`src/rtl/hazard_control_unit.sv`:
```
// Producer-side hazard control for the 5-stage RV32 pipeline: shadows EX/MEM
// destinations, decides stalls/flushes/freezes and counts stall cycles.

module hcu_src_chk #(
  parameter int REG_AW = 5
) (
  input  logic              use_in,
  input  logic [REG_AW-1:0] rs_in,
  input  logic              ex_vld_in,
  input  logic [REG_AW-1:0] ex_rd_in,
  input  logic              ex_ld_in,
  input  logic              mem_vld_in,
  input  logic [REG_AW-1:0] mem_rd_in,
  input  logic              mem_ld_in,
  output logic              load_use_out,
  output logic              br_hit_out
);
  logic hit_ex, hit_mem;

  assign hit_ex       = use_in & ex_vld_in  & (ex_rd_in  == rs_in);
  assign hit_mem      = use_in & mem_vld_in & (mem_rd_in == rs_in);
  assign load_use_out = hit_ex & ex_ld_in;
  // A decode-resolved branch can only take ALU results from MEM, never loads.
  assign br_hit_out   = hit_ex | (hit_mem & mem_ld_in);
endmodule

module hazard_control_unit #(
  parameter int CNT_W  = 32,
  parameter int REG_AW = 5
) (
  input  logic              clk,
  input  logic              rst,
  input  logic              id_valid_in,
  input  logic [REG_AW-1:0] id_rs1_in,
  input  logic [REG_AW-1:0] id_rs2_in,
  input  logic              id_uses_rs1_in,
  input  logic              id_uses_rs2_in,
  input  logic [REG_AW-1:0] id_rd_in,
  input  logic              id_regwrite_in,
  input  logic              id_memread_in,
  input  logic              id_branch_in,
  input  logic              ex_redirect_in,
  input  logic              mem_wait_in,
  output logic              pc_write_out,
  output logic              ifid_write_out,
  output logic              idex_bubble_out,
  output logic              ifid_flush_out,
  output logic [CNT_W-1:0]  stall_cnt_out
);
  localparam int NUM_SRC = 2;

  logic                           ex_vld_q, ex_vld_d;
  logic [REG_AW-1:0]              ex_rd_q,  ex_rd_d;
  logic                           ex_ld_q,  ex_ld_d;
  logic                           mem_vld_q, mem_vld_d;
  logic [REG_AW-1:0]              mem_rd_q,  mem_rd_d;
  logic                           mem_ld_q,  mem_ld_d;
  logic [CNT_W-1:0]               stall_cnt_q, stall_cnt_d;

  logic [NUM_SRC-1:0][REG_AW-1:0] src_rs;
  logic [NUM_SRC-1:0]             src_use;
  logic [NUM_SRC-1:0]             src_lu;
  logic [NUM_SRC-1:0]             src_br;
  logic                           load_use, br_hz, stall, issue;

  assign src_rs[0]  = id_rs1_in;
  assign src_rs[1]  = id_rs2_in;
  assign src_use[0] = id_valid_in & id_uses_rs1_in & (id_rs1_in != '0);
  assign src_use[1] = id_valid_in & id_uses_rs2_in & (id_rs2_in != '0);

  for (genvar s = 0; s < NUM_SRC; s++) begin : g_src
    hcu_src_chk #(.REG_AW(REG_AW)) u_chk (
      .use_in       (src_use[s]),
      .rs_in        (src_rs[s]),
      .ex_vld_in    (ex_vld_q),
      .ex_rd_in     (ex_rd_q),
      .ex_ld_in     (ex_ld_q),
      .mem_vld_in   (mem_vld_q),
      .mem_rd_in    (mem_rd_q),
      .mem_ld_in    (mem_ld_q),
      .load_use_out (src_lu[s]),
      .br_hit_out   (src_br[s])
    );
  end

  assign load_use = |src_lu;
  assign br_hz    = id_branch_in & (|src_br);
  assign stall    = (load_use | br_hz) & ~ex_redirect_in;
  assign issue    = id_valid_in & id_regwrite_in & (id_rd_in != '0) & ~stall & ~ex_redirect_in;

  always_comb begin
    pc_write_out    = 1'b1;
    ifid_write_out  = 1'b1;
    idex_bubble_out = 1'b0;
    ifid_flush_out  = 1'b0;
    if (rst) begin
      pc_write_out    = 1'b0;
      ifid_write_out  = 1'b0;
      idex_bubble_out = 1'b1;
      ifid_flush_out  = 1'b1;
    end else if (mem_wait_in) begin
      pc_write_out    = 1'b0;
      ifid_write_out  = 1'b0;
    end else if (ex_redirect_in) begin
      idex_bubble_out = 1'b1;
      ifid_flush_out  = 1'b1;
    end else if (stall) begin
      pc_write_out    = 1'b0;
      ifid_write_out  = 1'b0;
      idex_bubble_out = 1'b1;
    end
  end

  // Whole tracker holds during a memory freeze so a pending redirect replays.
  always_comb begin
    ex_vld_d    = ex_vld_q;
    ex_rd_d     = ex_rd_q;
    ex_ld_d     = ex_ld_q;
    mem_vld_d   = mem_vld_q;
    mem_rd_d    = mem_rd_q;
    mem_ld_d    = mem_ld_q;
    stall_cnt_d = stall_cnt_q;
    if (!mem_wait_in) begin
      mem_vld_d = ex_vld_q;
      mem_rd_d  = ex_rd_q;
      mem_ld_d  = ex_ld_q;
      if (issue) begin
        ex_vld_d = 1'b1;
        ex_rd_d  = id_rd_in;
        ex_ld_d  = id_memread_in;
      end else begin
        ex_vld_d = 1'b0;
        ex_rd_d  = '0;
        ex_ld_d  = 1'b0;
      end
      if (stall && !(&stall_cnt_q))
        stall_cnt_d = stall_cnt_q + CNT_W'(1);
    end
  end

  always_ff @(posedge clk or posedge rst) begin
    if (rst) begin
      ex_vld_q    <= 1'b0;
      ex_rd_q     <= '0;
      ex_ld_q     <= 1'b0;
      mem_vld_q   <= 1'b0;
      mem_rd_q    <= '0;
      mem_ld_q    <= 1'b0;
      stall_cnt_q <= '0;
    end else begin
      ex_vld_q    <= ex_vld_d;
      ex_rd_q     <= ex_rd_d;
      ex_ld_q     <= ex_ld_d;
      mem_vld_q   <= mem_vld_d;
      mem_rd_q    <= mem_rd_d;
      mem_ld_q    <= mem_ld_d;
      stall_cnt_q <= stall_cnt_d;
    end
  end

  assign stall_cnt_out = stall_cnt_q;
endmodule

```
`config.mk`:
```
export PLATFORM = sky130hd
export DESIGN_NAME = hazard_control_unit
export DESIGN_NICKNAME = d
export VERILOG_FILES = /design/src/rtl/hazard_control_unit.sv
export SDC_FILE = /design/constraint.sdc
export NUM_CORES = 1
export LEC_CHECK = 0
export ABC_AREA = 1
export CAP_MARGIN = 20
export CORE_MARGIN = 4
export CORE_UTILIZATION = 58
export CTS_BUF_LIST = sky130_fd_sc_hd__clkbuf_8
export DETAILED_ROUTE_END_ITERATION = 10
export HOLD_SLACK_MARGIN = 0.1
export PLACE_DENSITY_LB_ADDON = 0.12
export SYNTH_ARGS = -nofsm -noshare
export SYNTH_HDL_FRONTEND = slang
export SYNTH_SLANG_ARGS = --single-unit
```
`constraint.sdc`:
```
create_clock -name clk -period 3.12 [get_ports clk]
set_input_delay 0.468 -clock clk [delete_from_list [all_inputs] [get_ports clk]]
set_output_delay 0.468 -clock clk [all_outputs]
set_load 0.01 [all_outputs]
```
# Yosys cells after proc, flatten, opt, wreduce, memory -nomap -nowiden
# Index checks and enable logic that the tools add are counted.
[classes]
add_sub_neg = 1
eq_ne = 4
mux = 14
bitwise = 28
n_reduce_logical = 9
[ops]
columns = ["cell", "n"]
rows = [
  ["32-bit by 1-bit adder with 32-bit output, second input constant", 1],
  ["32-bit AND reduction", 1],
  ["1-bit bitwise AND", 22],
  ["5-bit == test", 4],
  ["5-bit nonzero test", 3],
  ["1-bit two-way mux", 13],
  ["5-bit two-way mux", 1],
  ["2-bit OR reduction", 2],
  ["1-bit NOT", 3],
  ["1-bit bitwise OR", 3],
  ["2-bit AND reduction", 1],
  ["1-bit logical AND", 1],
  ["1-bit zero test", 1],
]
[totals]
regBits = 46
input_bits = 25
output_inout_bits = 36
word_cells = 63

# Logic depth before layout (Yosys ltp)
[logic_depth]
word_depth = 14
mapped_depth = 14
mapped_depth_nobuf = 14

# Modules after synthesis
# A second synthesis with hierarchy kept.
[unflattened]
hier_cells = 513
area_unflattened_um2 = 3294.4
[by_module_without_submodules]
columns = ["mod", "instances", "cells_each", "area_per_inst_um2", "seq_area_each_um2"]
rows = [
  ["hazard_control_unit", 1, 405, 2844.0, 1151.1],
  ["hcu_src_chk", 2, 54, 225.2, 0.0],
]

# Worst setup path before layout
# Ideal clock, no wire load.
[synth_path]
kind = "input port to output port"
from = "in rst"
to = "out ifid_flush_out"
t_arrival_ns = 1.860
t_required_ns = 2.652
slack_ns = 0.792
stages = 2
path_buffers = 0
path_cell_list = "inv_1 -> o21ai_0"
[synth_via]
elab_chain_len = 1
[synth_lines]
columns = ["element", "line", "text"]
rows = [
  ["from (decl)", "32", "input logic rst,"],
  ["1-bit two-way mux", "96", "if (rst) begin"],
  ["to (decl)", "47", "output logic ifid_flush_out,"],
]
# No other way between the ends.

# Worst setup path after layout
[layout_path]
from = "in id_rs2_in[3]"
to = "out pc_write_out"
[layout_via]
elab_chain_len = 14
elab_cells_between_ends = 20
cone_classes = "eq/ne: 2; mux: 4; bitwise: 11; reduce/logical: 3"
[layout_lines]
columns = ["element", "line", "text"]
rows = [
  ["from (decl)", "35", "input logic [REG_AW-1:0] id_rs2_in,"],
  ["5-bit nonzero test", "69", "assign src_use[1] = id_valid_in & id_uses_rs2_in & (id_rs2_in != '0);"],
  ["1-bit bitwise AND", "69", ""],
  ["1-bit bitwise AND (2 in a row)", "21", "assign hit_mem = use_in & mem_vld_in & (mem_rd_in == rs_in);"],
  ["1-bit bitwise AND", "24", "assign br_hit_out = hit_ex | (hit_mem & mem_ld_in);"],
  ["1-bit bitwise OR", "24", ""],
  ["2-bit OR reduction", "87", "assign br_hz = id_branch_in & (|src_br);"],
  ["1-bit bitwise AND", "87", ""],
  ["1-bit bitwise OR *", "88", "assign stall = (load_use | br_hz) & ~ex_redirect_in;"],
  ["1-bit bitwise AND *", "88", ""],
  ["1-bit two-way mux *", "107", "end else if (stall) begin"],
  ["1-bit two-way mux *", "104", "end else if (ex_redirect_in) begin"],
  ["1-bit two-way mux *", "101", "end else if (mem_wait_in) begin"],
  ["1-bit two-way mux *", "96", ""],
  ["to (decl)", "44", "output logic pc_write_out,"],
]
# Every way passes the cells marked *; elsewhere a longest branch is shown, timed or not.

==> summary.md <==
| Metric | Value |
|---|---|
| Status | `finished clean` |
| Clock sink count | `46` |
| P&R area growth vs syn | `23.1%` |
| WP data arrival | `2.43 ns` |
| Core Region | `~0.0051 mm^2` |
| I/O pin total | `61` |
| Largest family of logic cells by synthesized area | `simple AND/OR/NAND/NOR gates` |
| Final #Nets | `530` |
| Residual DRC count | `0` |
| Die area | `0.00655 mm^2` |
| Port buffer count | `60` |
| Die X-Extent | `80.9 um` |
| Peak VDD IR | `0.212 mV` |
| Post-cts gate resize count | `0` |
| Crit-path max FO | `8` |
| Wire length of the first global-routing pass | `roughly 13 mm` |
| Drt wl/cell | `13.5 um` |
| Synth cell count leaders | `181 x nand2_1, 46 x dfrtp_1, 45 x nor2_1, 31 x xor2_1, 27 x inv_1` |
| Lkg Pwr | `around 1.8 nW` |
| Inserted Clock Buffers | `5` |
| Final setup vio count | `0` |
| Post-Syn Area | `0.00309 mm^2` |
| CTS tree | `done` |
| Vias in the first global route | `2898` |
| Cell variety after synth | `32` |
| Simple-Gate Fraction of Synth Area | `40.8%` |
| Post-Syn Nets | `467` |
| Fin crit period | `2.90 ns` |
| CP Cell Sequence | `clkdlybuf4s50_1 > inv_1 > nand3_1 > nor2_1 > nor2_1 > nand3_1 > nand2_1 > nand2_2 > nand2_8 > nand2_1 > nand2_1 > nor2_1 > clkdlybuf4s50_1` |
| Post-Route WL | `slightly below 8 mm` |
| Largest net degree at the start of global routing | `29` |
| Worst path bufs/invs | `3` |
| Clock tree buffer depth | `2` |
| Crit. End Element | `output pin` |
| Iter 0 DRT Violations | `166` |
| XOR/XNOR share of the synthesized area | `11.1%` |
| Final Cycle Share | `92.9%` |
| Syn Area/Cell | `7.00 um^2` |
| Via/cell ratio | `5.19` |
| Core Rows | `26` |
| Clock root buffer | `clkbuf_8` |
| Power Total | `1.09 mW` |
| RSZ-0062 raised after global routing | `false` |
| Synth Area in Compound Gates | `3.08%` |
| Die span in y | `80.9 um` |
| Power Dens Cells | `286 mW/mm^2` |
| Cells after Synth | `441` |
| Setup tns final | `0 ns` |
| Crit path kind | `in -> out` |
| Hpwl dp | `5.99 mm` |
| Clock transition at the registers of the reported paths | `0.08 ns` |
| Post-route ant nets | `0` |
| Mux cell area share after synthesis | `0%` |
| Antenna diodes | `0` |
| Most common cell in the netlist | `nand2_1` |
| Yosys top cell by area | `dfrtp_1` |
| Worst-Skew Late Latency | `approximately 0.30 ns` |
| Layout cells sized above 1 | `under 10%` |
| Iteration count of the initial detailed-routing pass | `4` |
| Fin. max-slew vios | `0` |
| Post-synth top area share | `37.3%` |
| Post-CTS setup buffer count | `0` |
| Post-synth EDFFs | `0` |
| Synth async-reset ratio | `100%` |
| CP top delay family | `buffers and inverters` |
| Max-Cap Viols | `0` |
| Slew HR | `58.2%` |
| Tightest Pin Transition | `roughly 0.63 ns` |
| Grt total ovfl | `0` |
| Synth Flop Type | `dfrtp_1` |
| Fillers | `around 450` |
| FF+latch count, synth | `46` |
| Worst min path class | `reg -> reg` |
| Final Hold Vio Count | `0` |
| Slowest CP cell | `clkdlybuf4s50_1` |
| Yosys warns | `0` |
| Fmax | `0.345 GHz` |
| GRT Util Overall | `26.0%` |
| Initial antenna violation count | `0` |
| Starting Density | `60.0%` |
| Top post-synthesis cells by area | `dfrtp_1 37%, nand2_1 22%, xor2_1 8.8%, nor2_1 5.5%, nand3_1 3.9%` |
| Post-synthesis adder-cell area fraction | `0.406%` |
| H-tree Lvls | `2` |
| CTS Hold Bufs | `0` |
| Vias | `~3000` |
| Seq/Total Area, Yosys | `37.3%` |
| CP max stage delay | `~0.55 ns` |
| CP Data Required Time | `2.65 ns` |
| Worst Skew | `0.00700 ns` |
| Gpl congestion | `about 0.94` |
| CP Launch Type | `input pin` |
## through the flow
stage	utilization, %	instances	area [um^2]	worst slack (ns)	hold WS (ns)
global placement	72.3	567	3720	0.249	0.466
detailed placement	72.3	567	3720	0.212	0.481
global route	73.9	574	3800	0.0386	0.539
finish	73.9	574	3800	0.220	0.500
floorplan	-	441	3090	0.792	0.450
CTS	73.9	574	3800	0.208	0.499
## worst register-to-register path: stages, from the launching register on
cell and delay, ns:
dfrtp_1 0.42, ha_1 0.22, clkinv_1 0.15, nor2_4 0.18
nand3_1 0.14, nor3_2 0.19, nand4_2 0.18, nand4_4 0.34
nand2_1 0.12, nand2_1 0.09
## layer usage
metal	track usage (%)	up-vias	part of all wire [%]
met2	44.0	90	49
met1	33.8	1371	45
met4	8.28	0	1.4
li1	-	1508	-
met3	4.43	9	5.0
met5	0	-	0
## report_power, final
group	leakage (nW)	total (mW)	switching, mW	internal [mW]
clock network	0.0438	0.352	0.202	0.151
registers	0.634	0.613	0.00837	0.604
logic	1.15	0.120	0.0636	0.0568
total	1.83	1.09	0.273	0.812
## layout by cell type (no fill, tap or decap)
master	Yosys	routed
nand3_2	1	1
nand3_1	24	24
xor2_1	31	31
nor3b_1	1	1
nand2_8	1	1
a21oi_1	1	1
nor2_1	45	45
nand4_2	1	1
and3_1	1	1
o21ai_0	11	11
nand2_4	1	1
inv_1	27	26
clkinv_2	0	2
nor2_4	2	2
nand4_4	1	1
clkdlybuf4s50_1	0	60
nor2_2	5	5
nor4_1	4	4
nor3_2	1	1
nand2_1	181	181
dfrtp_1	46	46
nor3_1	11	11
o21ai_1	7	7
buf_4	1	3
clkinv_1	2	3
ha_1	1	1
inv_2	11	11
xnor2_1	8	8
nand2_2	1	1
clkbuf_8	1	5
nand4_1	8	8
## state kept, by name (all words and copies together), names as in the netlist
| name | flops |
|---|---|
| mem_rd_q | 5 |
| ex_ld_q | 1 |
| ex_vld_q | 1 |
| stall_cnt_out | 32 |
| mem_vld_q | 1 |
| ex_rd_q | 5 |
| mem_ld_q | 1 |
## worst paths after layout
check | start | end | slack [ns] | cells after the start
worst max-delay path | id_rs2_in[3] | pc_write_out | 0.22 | 13
worst min-delay path | mem_ld_q | mem_ld_q | 0.50 | 2
worst max register to register | stall_cnt_out[0] | stall_cnt_out[24] | 1.04 | 9
worst min register to register | mem_ld_q | mem_ld_q | 0.50 | 2
max in group asynchronous | rst | stall_cnt_out[31] | 2.23 | 3
min in group asynchronous | rst | stall_cnt_out[14] | 0.58 | 3
## layout make-up
cell class | count | area [um^2] | area share [%]
Clock buffer | 5 | 68.8 | 1.81
Clock inverter | 2 | 10.0 | 0.264
Inverter | 40 | 150 | 3.95
Multi-Input combinational cell | 348 | 1710 | 44.9
Sequential cell | 46 | 1150 | 30.3
Tap cell | 70 | 87.6 | 2.31
Timing Repair Buffer | 63 | 623 | 16.4
## logic make-up after synthesis
logic type                 Yosys count
AOI/OAI and AO/OA                   19
xor gates and xnor gates            39
adders and majority gates            1
buffers and inverters               47
DFF                                 46
and+or+nand+nor                    289
(Power assumes the default switching activity.)
